==> src/rtl/gateway_pkg.sv <==
// Shared definitions for the SPI-to-NoC gateway: opcodes, default field layout
// and a width-generic packet field extractor.
package gateway_pkg;

    localparam logic [3:0] OP_NOP   = 4'd0;
    localparam logic [3:0] OP_WRITE = 4'd1;
    localparam logic [3:0] OP_READ  = 4'd2;

    localparam int OP_W         = 4;
    localparam int HDR_W        = 8;   // opcode plus four reserved bits ahead of X
    localparam int DEF_PKT_W    = 32;
    localparam int DEF_DATA_W   = 10;
    localparam int DEF_COORD_W  = 2;
    localparam int DEF_ROWS     = 10;
    localparam int DEF_ADDR_W   = $clog2(DEF_ROWS);

    localparam int DEF_OP_LSB   = DEF_PKT_W - OP_W;
    localparam int DEF_X_LSB    = DEF_PKT_W - HDR_W - DEF_COORD_W;
    localparam int DEF_Y_LSB    = DEF_X_LSB - DEF_COORD_W;
    localparam int DEF_ROW_LSB  = DEF_Y_LSB - DEF_ADDR_W;

    typedef struct packed {
        logic [3:0]  op;
        logic [31:0] x;
        logic [31:0] y;
        logic [31:0] row;
        logic [31:0] data;
    } pkt_fields_t;

    function automatic logic [31:0] low_mask(input int w);
        return (32'd1 << w) - 32'd1;
    endfunction

    // Fields come back zero-extended so callers can compare against int parameters.
    function automatic pkt_fields_t unpack_pkt(input logic [127:0] pkt, input int pkt_w,
                                               input int coord_w, input int addr_w,
                                               input int data_w);
        pkt_fields_t f;
        int          x_lsb;
        x_lsb  = pkt_w - HDR_W - coord_w;
        f.op   = 4'(pkt >> (pkt_w - OP_W));
        f.x    = 32'(pkt >> x_lsb) & low_mask(coord_w);
        f.y    = 32'(pkt >> (x_lsb - coord_w)) & low_mask(coord_w);
        f.row  = 32'(pkt >> (x_lsb - coord_w - addr_w)) & low_mask(addr_w);
        f.data = 32'(pkt) & low_mask(data_w);
        return f;
    endfunction

endpackage

==> src/rtl/gateway_fifo.sv <==
// Synchronous valid/ready FIFO; a push while full is accepted only if the head
// is popped in the same cycle.
module gateway_fifo #(
    parameter int W     = 32,
    parameter int DEPTH = 4
) (
    input  logic         i_clk,
    input  logic         i_rst_n,
    input  logic         i_push,
    input  logic [W-1:0] i_data,
    output logic         o_full,
    output logic         o_valid,
    input  logic         i_ready,
    output logic [W-1:0] o_data,
    output logic         o_pop
);
    localparam int PTR_W = $clog2(DEPTH);

    logic [PTR_W:0] r_wr_ptr;
    logic [PTR_W:0] r_rd_ptr;
    logic [W-1:0]   r_mem [DEPTH];
    logic           w_wr_en;

    assign o_valid = (r_wr_ptr != r_rd_ptr);
    assign o_full  = (r_wr_ptr[PTR_W] != r_rd_ptr[PTR_W]) &&
                     (r_wr_ptr[PTR_W-1:0] == r_rd_ptr[PTR_W-1:0]);
    assign o_pop   = o_valid & i_ready;
    assign w_wr_en = i_push & (~o_full | o_pop);
    assign o_data  = r_mem[r_rd_ptr[PTR_W-1:0]];

    always_ff @(posedge i_clk or negedge i_rst_n) begin
        if (!i_rst_n) begin
            r_wr_ptr <= '0;
            r_rd_ptr <= '0;
            for (int i = 0; i < DEPTH; i++) r_mem[i] <= '0;
        end else begin
            if (w_wr_en) begin
                r_mem[r_wr_ptr[PTR_W-1:0]] <= i_data;
                r_wr_ptr <= r_wr_ptr + 1'b1;
            end
            if (o_pop) r_rd_ptr <= r_rd_ptr + 1'b1;
        end
    end

endmodule

==> src/rtl/spi_noc_gateway.sv <==
// SPI-slave gateway: deframes host packets, executes local row-SRAM accesses,
// forwards everything else to the router and returns read data on the next frame.
module spi_noc_gateway
    import gateway_pkg::*;
#(
    parameter int PKT_W      = DEF_PKT_W,
    parameter int DATA_W     = DEF_DATA_W,
    parameter int ROWS       = DEF_ROWS,
    parameter int COORD_W    = DEF_COORD_W,
    parameter int LOCAL_X    = 0,
    parameter int LOCAL_Y    = 0,
    parameter int FIFO_DEPTH = 4
) (
    input  logic             i_clk,
    input  logic             i_rst_n,
    input  logic             i_spi_sck,
    input  logic             i_spi_cs_n,
    input  logic             i_spi_mosi,
    output logic             o_spi_miso,
    output logic             o_pkt_valid,
    input  logic             i_pkt_ready,
    output logic [PKT_W-1:0] o_pkt_data,
    input  logic             i_rsp_valid,
    output logic             o_rsp_ready,
    input  logic [PKT_W-1:0] i_rsp_data,
    output logic             o_rsp_pending,
    output logic             o_frame_err,
    output logic             o_ovf_err,
    output logic             o_addr_err
);
    localparam int ADDR_W = $clog2(ROWS);
    localparam int CNT_W  = $clog2(PKT_W + 2);
    localparam logic [CNT_W-1:0] CNT_FULL = CNT_W'(PKT_W);
    localparam logic [CNT_W-1:0] CNT_SAT  = CNT_W'(PKT_W + 1);

    logic [1:0]        r_sck_s, r_cs_s, r_mosi_s;
    logic              r_sck_d, r_cs_d;
    logic [PKT_W-1:0]  r_rx, r_tx, r_rsp;
    logic [CNT_W-1:0]  r_bit_cnt;
    logic              r_rsp_pending, r_frame_err, r_ovf_err, r_addr_err;
    logic [DATA_W-1:0] r_sram [ROWS];

    logic              w_sck, w_cs, w_mosi;
    logic              w_sck_rise, w_sck_fall, w_cs_fall, w_cs_rise;
    pkt_fields_t       w_f;
    logic              w_frame_ok, w_local, w_row_ok;
    logic              w_local_wr, w_local_rd, w_push;
    logic [ADDR_W-1:0] w_row;
    logic [DATA_W-1:0] w_rd_data;
    logic              w_full, w_pop;

    assign w_sck      = r_sck_s[1];
    assign w_cs       = r_cs_s[1];
    assign w_mosi     = r_mosi_s[1];
    assign w_sck_rise = w_sck & ~r_sck_d;
    assign w_sck_fall = ~w_sck & r_sck_d;
    assign w_cs_fall  = ~w_cs & r_cs_d;
    assign w_cs_rise  = w_cs & ~r_cs_d;

    always_comb begin
        w_f        = unpack_pkt({{(128-PKT_W){1'b0}}, r_rx}, PKT_W, COORD_W, ADDR_W, DATA_W);
        w_frame_ok = w_cs_rise && (r_bit_cnt == CNT_FULL);
        w_local    = (w_f.x == 32'(LOCAL_X)) && (w_f.y == 32'(LOCAL_Y));
        w_row_ok   = (w_f.row < 32'(ROWS));
        w_row      = ADDR_W'(w_f.row);
        w_rd_data  = w_row_ok ? r_sram[w_row] : '0;
        w_local_wr = w_frame_ok && w_local && (w_f.op == OP_WRITE);
        w_local_rd = w_frame_ok && w_local && (w_f.op == OP_READ);
        w_push     = w_frame_ok && (!w_local || (w_f.op > OP_READ));
    end

    // A local READ decode owns the response register this cycle; the NoC waits one.
    assign o_rsp_ready   = w_cs & ~w_local_rd;
    assign o_spi_miso    = r_tx[PKT_W-1];
    assign o_rsp_pending = r_rsp_pending;
    assign o_frame_err   = r_frame_err;
    assign o_ovf_err     = r_ovf_err;
    assign o_addr_err    = r_addr_err;

    always_ff @(posedge i_clk or negedge i_rst_n) begin
        if (!i_rst_n) begin
            r_sck_s  <= 2'b00;
            r_cs_s   <= 2'b11;
            r_mosi_s <= 2'b00;
            r_sck_d  <= 1'b0;
            r_cs_d   <= 1'b1;
        end else begin
            r_sck_s  <= {r_sck_s[0], i_spi_sck};
            r_cs_s   <= {r_cs_s[0], i_spi_cs_n};
            r_mosi_s <= {r_mosi_s[0], i_spi_mosi};
            r_sck_d  <= w_sck;
            r_cs_d   <= w_cs;
        end
    end

    always_ff @(posedge i_clk or negedge i_rst_n) begin
        if (!i_rst_n) begin
            r_rx          <= '0;
            r_tx          <= '0;
            r_rsp         <= '0;
            r_bit_cnt     <= '0;
            r_rsp_pending <= 1'b0;
            r_frame_err   <= 1'b0;
            r_ovf_err     <= 1'b0;
            r_addr_err    <= 1'b0;
            for (int i = 0; i < ROWS; i++) r_sram[i] <= '0;
        end else begin
            r_frame_err <= w_cs_rise && (r_bit_cnt != CNT_FULL);
            r_addr_err  <= (w_local_wr || w_local_rd) && !w_row_ok;
            r_ovf_err   <= w_push && w_full && !w_pop;

            if (w_cs_fall) begin
                r_bit_cnt     <= '0;
                r_tx          <= r_rsp_pending ? r_rsp : '0;
                r_rsp_pending <= 1'b0;
            end else if (!w_cs) begin
                if (w_sck_rise) begin
                    r_rx <= {r_rx[PKT_W-2:0], w_mosi};
                    if (r_bit_cnt != CNT_SAT) r_bit_cnt <= r_bit_cnt + 1'b1;
                end
                if (w_sck_fall) r_tx <= {r_tx[PKT_W-2:0], 1'b0};
            end

            if (w_local_wr && w_row_ok) r_sram[w_row] <= DATA_W'(w_f.data);

            if (w_local_rd) begin
                r_rsp         <= {r_rx[PKT_W-1:DATA_W], w_rd_data};
                r_rsp_pending <= 1'b1;
            end else if (i_rsp_valid && o_rsp_ready) begin
                r_rsp         <= i_rsp_data;
                r_rsp_pending <= 1'b1;
            end
        end
    end

    gateway_fifo #(
        .W     (PKT_W),
        .DEPTH (FIFO_DEPTH)
    ) u_fifo (
        .i_clk   (i_clk),
        .i_rst_n (i_rst_n),
        .i_push  (w_push),
        .i_data  (r_rx),
        .o_full  (w_full),
        .o_valid (o_pkt_valid),
        .i_ready (i_pkt_ready),
        .o_data  (o_pkt_data),
        .o_pop   (w_pop)
    );

endmodule

==> config.mk <==
export PLATFORM = sky130hd
export DESIGN_NAME = spi_noc_gateway
export DESIGN_NICKNAME = d
export VERILOG_FILES = /design/src/rtl/gateway_pkg.sv /design/src/rtl/gateway_fifo.sv /design/src/rtl/spi_noc_gateway.sv
export SDC_FILE = /design/constraint.sdc
export NUM_CORES = 1
export LEC_CHECK = 0
export BUFFER_PORTS_ARGS = -buffer_cell sky130_fd_sc_hd__buf_2
export CAP_MARGIN = 0
export CORE_UTILIZATION = 55
export CTS_CLUSTER_DIAMETER = 120
export DETAILED_ROUTE_END_ITERATION = 8
export GPL_TIMING_DRIVEN = 0
export MAX_ROUTING_LAYER = met4
export PLACE_DENSITY = 0.76
export SYNTH_ARGS = -nofsm -noshare
export SYNTH_HDL_FRONTEND = slang
export SYNTH_SLANG_ARGS = --single-unit
export TNS_END_PERCENT = 1
==> constraint.sdc <==
create_clock -name i_clk -period 2.61 [get_ports i_clk]
set_clock_uncertainty 0.05 [all_clocks]
set_input_delay 0.522 -clock i_clk [delete_from_list [all_inputs] [get_ports i_clk]]
set_output_delay 0.522 -clock i_clk [all_outputs]
set_load 0.02 [all_outputs]
==> impl_results.md <==
* Number of warnings printed during yosys synthesis at 0
* Total Wirelength at 34,440 um
* Stages on the worst setup path at 5
* Detailed Routing Iterations Pass 1 at 6
* Clock-pin slew of the registers on the worst-case setup and hold paths at 0.06 ns
* Proportion of synthesized chip area in sequential cells at 0.5581
* Post-synth net total at 1,180
* Layout Nets at 1,307
* Worst path setup slack after routing at -0.04040 ns
* Clock power frac at 0.472
* Worst hold-check path type: in -> reg
* Synth top area share at 0.5531
* Register-to-Register Path Depth at 8
* Routed vias/inst at 5.771
* Arrival time reported for the critical path endpoint at 2.08 ns
* Path type of the worst setup path: reg -> out
* Worst path slowest cell: sky130_fd_sc_hd__dfrtp_1
* Total buffers and inverters traversed by the critical path at 2
* Final period util at 1.015
* Library cell with the largest summed area after synthesis: sky130_fd_sc_hd__dfrtp_1
* Longest Clk Path Bufs at 3
* Worst max-slew margin expressed relative to the limit at 0.4505
* Final Max Tran Viols at 0
* DR vias at 9,615
* Switching power share of the total at 0.2234
* Floorplan die height at ~170 um
* Source of the worst register-to-register timing path: r_bit_cnt[0]
* Total congestion overflow at 0
* Transition time at the pin with the least slew margin at around 0.82 ns
* Number of hold violations in the final report at 0
* Sink Count at 348
* Pin count of the biggest net entering global routing at around 110
* Mux cell area share after synthesis at 0.2844
* Most instantiated flip-flop cell in the synthesis netlist: sky130_fd_sc_hd__dfrtp_1
* Share of power burned in combinational logic at 0.055
* Combinational family with the most area after synthesis: multiplexers
* Largest cells by area after synthesis: sky130_fd_sc_hd__dfrtp_1, sky130_fd_sc_hd__mux2_2, sky130_fd_sc_hd__mux4_2, sky130_fd_sc_hd__mux2i_1, sky130_fd_sc_hd__a21oi_1
* DR WL/cell at 20.67 um
* Area growth from synthesis to layout at 16.58%
* Result of the run: finished, violations left
* Number of synthesized register bits at between 300 and 400
* Post-detailed-route count of antenna-violating nets at 0
* Clock buffer count from CTS at 38
* Global-route wire length before repair at 55,480 um
* Total Die Area at 29,060 um^2
* Worst reg-to-reg setup slack at 0.07 ns
* Filler instances at 2,008
* First element of the critical path: r_rx[28]
* Proportion of register bits with asynchronous set or reset after synthesis at 1.000
* Internal power consumption at 9.500 mW
* XOR/XNOR share of the synthesized area at 0.006172
* Number of synthesized flops with an enable pin at 0
* Half-perimeter wire length after placement at 23,440 um
* Destination of the critical timing path: o_rsp_ready
* Number of design rule violations left after detail routing at 0
* Clock tree from TritonCTS: yes
* Ordered list of cells on the worst path: clkbuf_2, nor4b_2, nand4_1, and2_1, buf_2
* FMAX at 377.3 MHz
* Compound-Gate Fraction of Synth Area at 0.04881
* Initial core utilization at 0.5603
* Setup repair after global routing missed its margin: yes
* Cell area after technology mapping at 15,610 um^2
* Final number of setup-violating endpoints at 1
* Netlist cell types at 53
* Portion of total power attributed to sequential cells at 0.472
* Root buffer cell: sky130_fd_sc_hd__clkbuf_16
* Slowest Stage Delay on Critical Path at 0.40 ns
* Adder and majority gate portion of the synthesized area at 0.006412
* Number of global-route vias before repair at between 10,000 and 15,000
* Average size of a mapped cell at 13.78 um^2
* GPL Wtd Cong at 0.8275
* Crit. End Element: primary output
* I/O pin count at 78
* Initial drt markers at 640
* Setup tns final at -0.04040 ns
* Skew-Pair Late Insertion Delay at 0.53 ns
* Count of standard-cell rows at 61
* Category of cells accounting for the largest share of critical-path delay: simple AND/OR/NAND/NOR gates
* Total design power at 12.23 mW
* Maximum resistive drop on vdd at 0.4520 mV
* H-tree Lvls at 2
* Port buffer count at 76
* P per Cell Area at ~670 nW/um^2
* Startpoint of the lowest-slack hold path: i_spi_cs_n
* Static leakage at 8.763 nW
* Cells after synthesis at 1,133
* Reg-to-Reg End: u_fifo.r_mem[6]
* Violated checks: negative setup slack
* CP Launch Type: flip-flop
* Fraction of final layout cells with drive strength greater than 1 at 0.4061
* Crit path time final at between 2 and 3 ns
* Number of antenna cells inserted at 0
* Min Hold Slack at 0.05500 ns
* Maximum Capacitance Violations at 0
* Core Footprint at 27,860 um^2
* Net switching power at 2.733 mW
* Worst Path Required at roughly 2.0 ns
* Area fraction in and, or, nand and nor cells after synthesis at 0.07310
* Number of antenna violations at the first check in global routing at 0
* Die X at ~170 um
* Global-route total usage across every layer at 0.2562
* CP Max Fanout at 10
[power by group through the flow]
stage / combinational [mW] / clock (mW) / sequential (mW)
finish: 0.674 / 5.78 / 5.78
global route: 0.769 / 6.08 / 5.80
CTS: 0.683 / 5.86 / 5.78
detailed placement: 0.670 / 0 / 5.87
global placement: 0.635 / 0 / 5.87
floorplan: 0.380 / 0 / 5.81
[placed cells by master, fill, tap and decap left out, types with 32 or more instances in the layout]
| master | count |
|---|---|
| sky130_fd_sc_hd__nand2_1 | 57 |
| sky130_fd_sc_hd__buf_2 | 81 |
| sky130_fd_sc_hd__and3_1 | 32 |
| sky130_fd_sc_hd__nor2_1 | 34 |
| sky130_fd_sc_hd__dfrtp_1 | 340 |
| sky130_fd_sc_hd__mux2_2 | 254 |
| sky130_fd_sc_hd__clkbuf_16 | 39 |
| sky130_fd_sc_hd__mux2i_1 | 49 |
| sky130_fd_sc_hd__a21oi_1 | 59 |
| sky130_fd_sc_hd__o21ai_0 | 41 |
| sky130_fd_sc_hd__mux4_2 | 44 |
| sky130_fd_sc_hd__clkbuf_1 | 43 |
[layer usage]
metal / track usage / share of wire
met5: - / 0
met4: 0.06894 / 0.022
met3: 0.03488 / 0.038
met2: 0.4122 / 0.49
met1: 0.3439 / 0.45
[cell usage after synthesis (16+ instances only)]
| cell | instances |
|---|---|
| sky130_fd_sc_hd__buf_2 | 19 |
| sky130_fd_sc_hd__nor2_1 | 36 |
| sky130_fd_sc_hd__mux4_2 | 44 |
| sky130_fd_sc_hd__and3_1 | 32 |
| sky130_fd_sc_hd__nand3_1 | 16 |
| sky130_fd_sc_hd__dfrtp_1 | 345 |
| sky130_fd_sc_hd__clkbuf_1 | 48 |
| sky130_fd_sc_hd__mux2_2 | 254 |
| sky130_fd_sc_hd__nand2_1 | 57 |
| sky130_fd_sc_hd__o21ai_0 | 41 |
| sky130_fd_sc_hd__mux2i_1 | 49 |
| sky130_fd_sc_hd__a21oi_1 | 59 |
[logic make-up after synthesis]
group	Yosys count
multiplexers	354
flip-flops	348
AND/OR/NAND/NOR	194
AO/OA/AOI/OAI	129
buffers and inverters	89
XOR/XNOR	11
adder cells (fa/ha/maj)	8
[registers in the layout, summed over array words and instances (netlist names), 3 cells and up]
name             flops
u_fifo.r_wr_ptr      3
u_fifo.r_rd_ptr      3
r_rsp               32
r_tx                32
r_bit_cnt            6
r_rx                32
r_sram             100
u_fifo.r_mem       128
[how the worst min path moves through the flow]
stage	depth (start not counted)	slack, ns	to
after CTS	1	0.04	r_cs_s[0]
after detailed placement	0	0.29	r_mosi_s[1]
after global routing	1	0.05	r_cs_s[0]
after floorplan	0	0.18	o_addr_err
after global placement	0	0.28	r_mosi_s[1]
final	1	0.05	r_cs_s[0]
[through the flow]
step	area (um^2)	setup slack, ns	utilization	instances
floorplan	15610	0.1742	-	1133
global placement	16460	-5.584	0.5910	1587
detailed placement	16560	-0.4821	0.5943	1590
CTS	18120	-0.1486	0.6503	1663
global route	18200	-0.1091	0.6532	1666
finish	18200	-0.04040	0.6532	1666
[what timing repair did]
item                                   CTS  global route
pin swaps                                7             3
setup endpoints to repair              287           111
hold buffers                             1             0
setup buffers                            7             3
gates resized for setup                 49            23
endpoints found under the hold margin   63             0
gates cloned                             0             0
[area by class of cell]
class                      instances  area (um^2)  area share
buffer                            80        405.4     0.02228
clock buffer                      52         1095     0.06016
clock inverter                    16        270.3     0.01485
inverter                           6        22.52    0.001238
multi-input combinational        696         6618      0.3637
sequential                       348         8718      0.4791
tap                              378        473.0     0.02599
timing repair buffer              90        595.6     0.03273
Note: power is estimated with default switching activity, not from simulation.
